--- config.mk ---
export PLATFORM = sky130hd
export DESIGN_NAME = mem_stage
export DESIGN_NICKNAME = d
export VERILOG_FILES = /design/src/rtl/mem_stage_pkg.sv /design/src/rtl/mem_stage_sram_if.sv /design/src/rtl/mem_stage.sv
export SDC_FILE = /design/constraint.sdc
export NUM_CORES = 1
export LEC_CHECK = 0
export CAP_MARGIN = 20
export CORE_ASPECT_RATIO = 0.5
export CORE_MARGIN = 2
export CORE_UTILIZATION = 39
export DETAILED_ROUTE_END_ITERATION = 8
export HOLD_SLACK_MARGIN = 0.02
export PLACE_DENSITY = 0.85
export SLEW_MARGIN = 15
export SYNTH_ARGS = -nofsm -noshare
export SYNTH_HDL_FRONTEND = slang
export SYNTH_HIERARCHICAL = 1
export SYNTH_SLANG_ARGS = --single-unit
--- constraint.sdc ---
create_clock -name clk -period 2.3 [get_ports clk]
set_clock_uncertainty 0.1 [all_clocks]
set_input_delay 0.69 -clock clk [delete_from_list [all_inputs] [get_ports clk]]
set_output_delay 0.69 -clock clk [all_outputs]
set_load 0.05 [all_outputs]
--- src/rtl/mem_stage_pkg.sv ---
// Shared types for the memory-access stage: FSM states, op decode, widths.
// No logic; latency/backpressure apply to the modules that import it.
// Store beats load when both request bits are set.
package mem_stage_pkg;

  localparam int DEFAULT_WAIT_CYCLES = 2;
  localparam int REG_IDX_W           = 3;
  localparam int DATA_W              = 16;

  typedef enum logic [2:0] {
    ST_IDLE,
    ST_RD_WAIT,
    ST_RD_DONE,
    ST_WR_SETUP,
    ST_WR_PULSE,
    ST_WR_HOLD
  } mem_state_e;

  typedef enum logic [1:0] {
    MEM_NONE,
    MEM_LOAD,
    MEM_STORE
  } mem_op_e;

  function automatic mem_op_e decode_op(input logic mem_read, input logic mem_write);
    if (mem_write) return MEM_STORE;
    if (mem_read)  return MEM_LOAD;
    return MEM_NONE;
  endfunction

endpackage

--- src/rtl/mem_stage_sram_if.sv ---
// Async SRAM sequencer: wait counter, FSM and registered SRAM pins.
// Load: WAIT_CYCLES strobe then done cycle; store: setup, WAIT_CYCLES WE pulse, hold.
// Only starts from idle; hold tells the stage to keep upstream frozen.
module mem_stage_sram_if
  import mem_stage_pkg::*;
#(
  parameter int WAIT_CYCLES = DEFAULT_WAIT_CYCLES,
  parameter int RAM_AW      = 18
) (
  input  logic              clk,
  input  logic              rst,
  input  logic              start_rd,
  input  logic              start_wr,
  input  logic [DATA_W-1:0] addr,
  input  logic [DATA_W-1:0] wdata,
  output logic              idle,
  output logic              hold,
  output logic              rd_sample,
  output logic [RAM_AW-1:0] RamAddr,
  output logic [DATA_W-1:0] RamDataOut,
  output logic              RamDataOe,
  output logic              RamEN_n,
  output logic              RamOE_n,
  output logic              RamWE_n
);

  localparam int CW = (WAIT_CYCLES > 1) ? $clog2(WAIT_CYCLES) : 1;
  localparam logic [CW-1:0] CNT_LOAD = CW'(WAIT_CYCLES - 1);

  mem_state_e    state;
  mem_state_e    nxt;
  logic [CW-1:0] cnt;

  always_comb begin
    nxt = state;
    case (state)
      ST_IDLE: begin
        if (start_wr)      nxt = ST_WR_SETUP;
        else if (start_rd) nxt = ST_RD_WAIT;
      end
      ST_RD_WAIT:  if (cnt == '0) nxt = ST_RD_DONE;
      ST_RD_DONE:  nxt = ST_IDLE;
      ST_WR_SETUP: nxt = ST_WR_PULSE;
      ST_WR_PULSE: if (cnt == '0) nxt = ST_WR_HOLD;
      ST_WR_HOLD:  nxt = ST_IDLE;
      default:     nxt = ST_IDLE;
    endcase
  end

  assign idle      = (state == ST_IDLE);
  // Release one cycle early so the next instruction lands exactly as we go idle.
  assign hold      = (state != ST_IDLE) && (nxt != ST_IDLE);
  assign rd_sample = (state == ST_RD_WAIT) && (cnt == '0);

  always_ff @(posedge clk or negedge rst) begin
    if (!rst) begin
      state      <= ST_IDLE;
      cnt        <= '0;
      RamAddr    <= '0;
      RamDataOut <= '0;
      RamDataOe  <= 1'b0;
      RamEN_n    <= 1'b1;
      RamOE_n    <= 1'b1;
      RamWE_n    <= 1'b1;
    end else begin
      state <= nxt;
      if (state != nxt)     cnt <= CNT_LOAD;
      else if (cnt != '0)   cnt <= cnt - CW'(1);

      if (state == ST_IDLE && nxt != ST_IDLE) RamAddr    <= RAM_AW'(addr);
      if (nxt == ST_WR_SETUP && state == ST_IDLE) RamDataOut <= wdata;

      // Pins follow the state being entered so they are glitch-free flops.
      RamEN_n   <= !(nxt == ST_RD_WAIT || nxt == ST_WR_SETUP ||
                     nxt == ST_WR_PULSE || nxt == ST_WR_HOLD);
      RamOE_n   <= !(nxt == ST_RD_WAIT);
      RamWE_n   <= !(nxt == ST_WR_PULSE);
      RamDataOe <= (nxt == ST_WR_SETUP || nxt == ST_WR_PULSE || nxt == ST_WR_HOLD);
    end
  end

endmodule

--- src/rtl/mem_stage.sv ---
// Memory stage: ALU ops pass through, loads/stores run on the external SRAM.
// ALU result 1 cycle; load WAIT_CYCLES+1; store 2+WAIT_CYCLES with no write-back.
// Stall holds EX/MEM from accept until the cycle before the SRAM FSM goes idle.
module mem_stage
  import mem_stage_pkg::*;
#(
  parameter int WAIT_CYCLES = DEFAULT_WAIT_CYCLES,
  parameter int RAM_AW      = 18
) (
  input  logic                 clk,
  input  logic                 rst,
  input  logic                 InValid,
  input  logic                 MemRead,
  input  logic                 MemWrite,
  input  logic [DATA_W-1:0]    Addr,
  input  logic [DATA_W-1:0]    StoreData,
  input  logic [REG_IDX_W-1:0] InRd,
  input  logic                 InRegWrite,
  input  logic                 Flush,
  output logic                 Stall,
  output logic                 WbValid,
  output logic [DATA_W-1:0]    WbData,
  output logic [REG_IDX_W-1:0] WbRd,
  output logic                 WbRegWrite,
  output logic [RAM_AW-1:0]    RamAddr,
  output logic [DATA_W-1:0]    RamDataOut,
  output logic                 RamDataOe,
  input  logic [DATA_W-1:0]    RamDataIn,
  output logic                 RamEN_n,
  output logic                 RamOE_n,
  output logic                 RamWE_n
);

  mem_op_e              op;
  logic                 accept;
  logic                 start_rd;
  logic                 start_wr;
  logic                 idle;
  logic                 hold;
  logic                 rd_sample;
  logic [REG_IDX_W-1:0] pend_rd;
  logic                 pend_rw;

  assign op       = decode_op(MemRead, MemWrite);
  // Gated by rst so Stall is quiet while reset is asserted.
  assign accept   = rst && InValid && !Flush && idle;
  assign start_rd = accept && (op == MEM_LOAD);
  assign start_wr = accept && (op == MEM_STORE);
  assign Stall    = hold || start_rd || start_wr;

  mem_stage_sram_if #(
    .WAIT_CYCLES(WAIT_CYCLES),
    .RAM_AW     (RAM_AW)
  ) u_sram_if (
    .clk       (clk),
    .rst       (rst),
    .start_rd  (start_rd),
    .start_wr  (start_wr),
    .addr      (Addr),
    .wdata     (StoreData),
    .idle      (idle),
    .hold      (hold),
    .rd_sample (rd_sample),
    .RamAddr   (RamAddr),
    .RamDataOut(RamDataOut),
    .RamDataOe (RamDataOe),
    .RamEN_n   (RamEN_n),
    .RamOE_n   (RamOE_n),
    .RamWE_n   (RamWE_n)
  );

  always_ff @(posedge clk or negedge rst) begin
    if (!rst) begin
      WbValid    <= 1'b0;
      WbData     <= '0;
      WbRd       <= '0;
      WbRegWrite <= 1'b0;
      pend_rd    <= '0;
      pend_rw    <= 1'b0;
    end else begin
      WbValid <= 1'b0;
      if (start_rd) begin
        pend_rd <= InRd;
        pend_rw <= InRegWrite;
      end
      if (accept && op == MEM_NONE) begin
        WbValid    <= 1'b1;
        WbData     <= Addr;
        WbRd       <= InRd;
        WbRegWrite <= InRegWrite;
      end else if (rd_sample) begin
        WbValid    <= 1'b1;
        WbData     <= RamDataIn;
        WbRd       <= pend_rd;
        WbRegWrite <= pend_rw;
      end
    end
  end

endmodule

==> impl_metrics.yaml <==
pwr:
  seq_power_share_pct: 24.9
  power.share.clock_pct: 17.6
  switching_share_pct: 43.6
  ir_drop_mv: 0.701
  p_sw_mw: 3.62
  powerDensity_nw_per_um2: 1740
  leakage_nw: 2.33
  comb_power_share_pct: 57.5
  intPower_mw: 4.67
route:
  viasPerCell: 5.00
  vias: 2154
  dr.pass1.iters: 5
  wirelength_mm: 8.67
  drtIter0Drc: 124
  drc: 0
  postRouteAntennaNets: 0
  wl_per_cell_um: 20.1
grt:
  grt-ovfl-total: 0
  antenna_found_initial: 0
  grt_pass1_vias: 2307
  grtUsageTotal_pct: 19.7
  grt_max_degree: 66
  grt_pass1_wl_mm: 12.4
place:
  hpwl_mm: 5.45
  portBuffers: 115
  routabilityCongestion: 0.811
  dp_cells: 406
  dpl_cell_area_sq_um: 4260
synthesis:
  ys_ff_latch: 65
  synthXorXnorAreaFrac_pct: 0
  yosys-top-cells-area: "dfrtp_1, mux2_4, mux2_2"
  synthAdderAreaFrac_pct: 0
  synthMuxAreaShare_pct: 33.4
  synth.avg_cell_area_sq_um: 15.7
  synthCells: 192
  synth_edf_count: 0
  yosys.area.top_type: "dfrtp_1"
  synth_top_family_by_area: "multiplexers"
  syn_area_sq_um: 3010
  ys_seq_area_share_pct: 54.2
  synth_flop_cell: "dfrtp_1"
  synth_cell_type_count: 33
  ys_warn_count: 6
  synth_most_common_cell: "dfrtp_1"
  synth_commonest_cells: "dfrtp_1, mux2_4, mux2_2, buf_6, nand2_1"
  synth-compound-area-share_pct: 2.29
  synth_top_cell_area_share_pct: 51.5
  synth-simple-area-share_pct: 5.11
  async_flop_share_pct: 100
sta:
  drv_slew: 0
  post-route-min-period_ps: 2470
  post-route-period-util_pct: 107
  tns_ps: -2120
  max_freq_ghz: 0.404
  worst_pin_slew_ps: 801
  rsz0062_at_grt: "yes"
  setup_ws_ps: -172
  hold_ws_ps: 405
  setup_viol_count_final: 19
  finalHoldViolations: 0
  timing.slew.headroom_pct: 46.6
flow_run:
  cap_violations: 0
cells_and_area:
  nNetsFinal: 388
  multiInputGateArea_sq_um: 1300
  finalNonFillerCells: 431
  final_cell_area_sq_um: 4760
  fill_cells: 481
  diodes: 0
  ff_latch_area_sq_um: 1630
  final_core_util_pct: 64.3
  drive_gt1_share_pct: 47.2
  area_growth_pct: 58.1
clock_network:
  cts-root-buf: "clkbuf_16"
  cts.htree.levels: 3
  clockBufferDepth: 2
  clock-sinks: 65
  cts_tree: "yes"
  cts_buffers: 9
  clock_latency_ps: 330
  clk_pin_slew_ps: 50
  ctsHoldBuffers: 0
floorplan:
  start_util_pct: 40.7
  die_h_um: 66.1
  core-area_sq_um: 7400
  boundaryPins: 118
  num_rows: 22
  die-area_sq_um: 8480
  fp.dieW_um: 128
status:
  violations: "negative setup slack"
  status: "finished with violations"
worst_setup_path:
  crit_path_end_kind: "output pin"
  required_ps: 1510
  critical_path_peak_fanout: 8
  cp-start-kind: "flip-flop"
  cp.arrival_ps: 1680
  crit_type: "reg2out"
min_path:
  min_path_type: "reg2reg"
[final cells by class]
| class | count | area share, % |
|---|---|---|
| Multi-Input combinational cell | 112 | 27.3 |
| Tap cell | 96 | 2.52 |
| Sequential cell | 65 | 34.3 |
| Clock buffer | 9 | 4.73 |
| Clock inverter | 7 | 1.97 |
| Timing Repair Buffer | 140 | 29.0 |
| Inverter | 2 | 0.210 |
[metrics by stage]
| step | worst slack [ps] | total power [mW] |
|---|---|---|
| final | -172 | 8.29 |
| after global routing | -207 | 8.55 |
| after CTS | -189 | 8.12 |
| after detailed placement | -440 | 6.62 |
| after global placement | -428 | 6.47 |
| after floorplan | -74.2 | 5.18 |
[kinds of logic after synthesis]
| logic type | after synthesis |
|---|---|
| buf+inv | 16 |
| compound gates | 10 |
| flops | 65 |
| mux | 76 |
| simple gates | 24 |
| other cells | 1 |
[registers in the layout, summed over array words and instances (netlist names)]
signal,flops
WbData,16
u_sram_if/RamAddr,16
u_sram_if/RamDataOut,16
WbRd,3
pend_rd,3
u_sram_if/state,3
WbRegWrite,1
WbValid,1
pend_rw,1
u_sram_if/RamDataOe,1
u_sram_if/RamEN_n,1
u_sram_if/RamOE_n,1
u_sram_if/RamWE_n,1
u_sram_if/cnt,1
[repair_timing]
action	4_1_cts	5_1_grt
pin swaps	2	3
gates resized for setup	27	18
setup buffers	2	5
cloned	0	2
setup endpoints to repair	45	41
[power by group through the flow]
stage,registers (mW),clock network (mW),logic [mW]
final,2.07,1.46,4.77
after global routing,2.12,1.52,4.91
after CTS,2.05,1.48,4.59
after detailed placement,2.05,0,4.57
after global placement,2.00,0,4.46
after floorplan,3.68,0,1.49
[cell usage in the layout, fill, tap and decap left out, drive strengths merged]
| cell type | instances |
|---|---|
| mux2 | 76 |
| dfrtp | 62 |
| clkdlybuf4s50 | 61 |
| buf | 49 |
| dlygate4sd2 | 16 |
| dlymetal6s2s | 12 |
| clkbuf | 11 |
| nand2 | 5 |
| nor2 | 4 |
| dfstp | 3 |
| o21ai | 3 |
| inv | 3 |
| nand2b | 2 |
| bufinv | 2 |
| clkinv | 2 |
| clkinvlp | 2 |
| nor2b | 2 |
| a22oi | 2 |
| conb | 2 |
| or4 | 2 |
| nor3 | 2 |
| nand3 | 1 |
| or4b | 1 |
| nor3b | 1 |
| o31ai | 1 |
| and2 | 1 |
| or2 | 1 |
| o21a | 1 |
| o21bai | 1 |
| a32oi | 1 |
| or3 | 1 |
| a21o | 1 |
| and3b | 1 |
[final timing paths]
| kind | endpoint | start | depth (start not counted) | slack, ps |
|---|---|---|---|---|
| worst max-delay path | Stall | u_sram_if/state[1]$_DFF_PN0_ | 7 | -170 |
| worst min-delay path | u_sram_if/RamDataOut[15]$_DFFE_PN0P_ | u_sram_if/RamDataOut[15]$_DFFE_PN0P_ | 1 | 410 |
| worst max register to register | u_sram_if/RamAddr[14]$_DFFE_PN0P_ | u_sram_if/state[0]$_DFF_PN0_ | 8 | -130 |
| worst min register to register | u_sram_if/RamDataOut[15]$_DFFE_PN0P_ | u_sram_if/RamDataOut[15]$_DFFE_PN0P_ | 1 | 410 |
| max in group asynchronous | u_sram_if/RamAddr[6]$_DFFE_PN0P_ | rst | 2 | 1110 |
| min in group asynchronous | u_sram_if/RamDataOut[8]$_DFFE_PN0P_ | rst | 2 | 480 |
[per-layer routing]
metal / global-route usage (%) / vias to the layer above / share of wire, %
met5: 0 / - / 0
met4: 8.10 / 0 / 2.0
met3: 4.69 / 26 / 3.8
met2: 35.8 / 78 / 54
met1: 22.6 / 1100 / 40
li1: - / 950 / -
[worst max-delay path, stage by stage (launching register included)]
cell	delay [ps]
dfrtp_1	420
buf_4	190
nor2_2	180
nand2_1	160
nand2_1	110
inv_1	70
o31ai_4	70
buf_12	170
(Power assumes the default switching activity.)
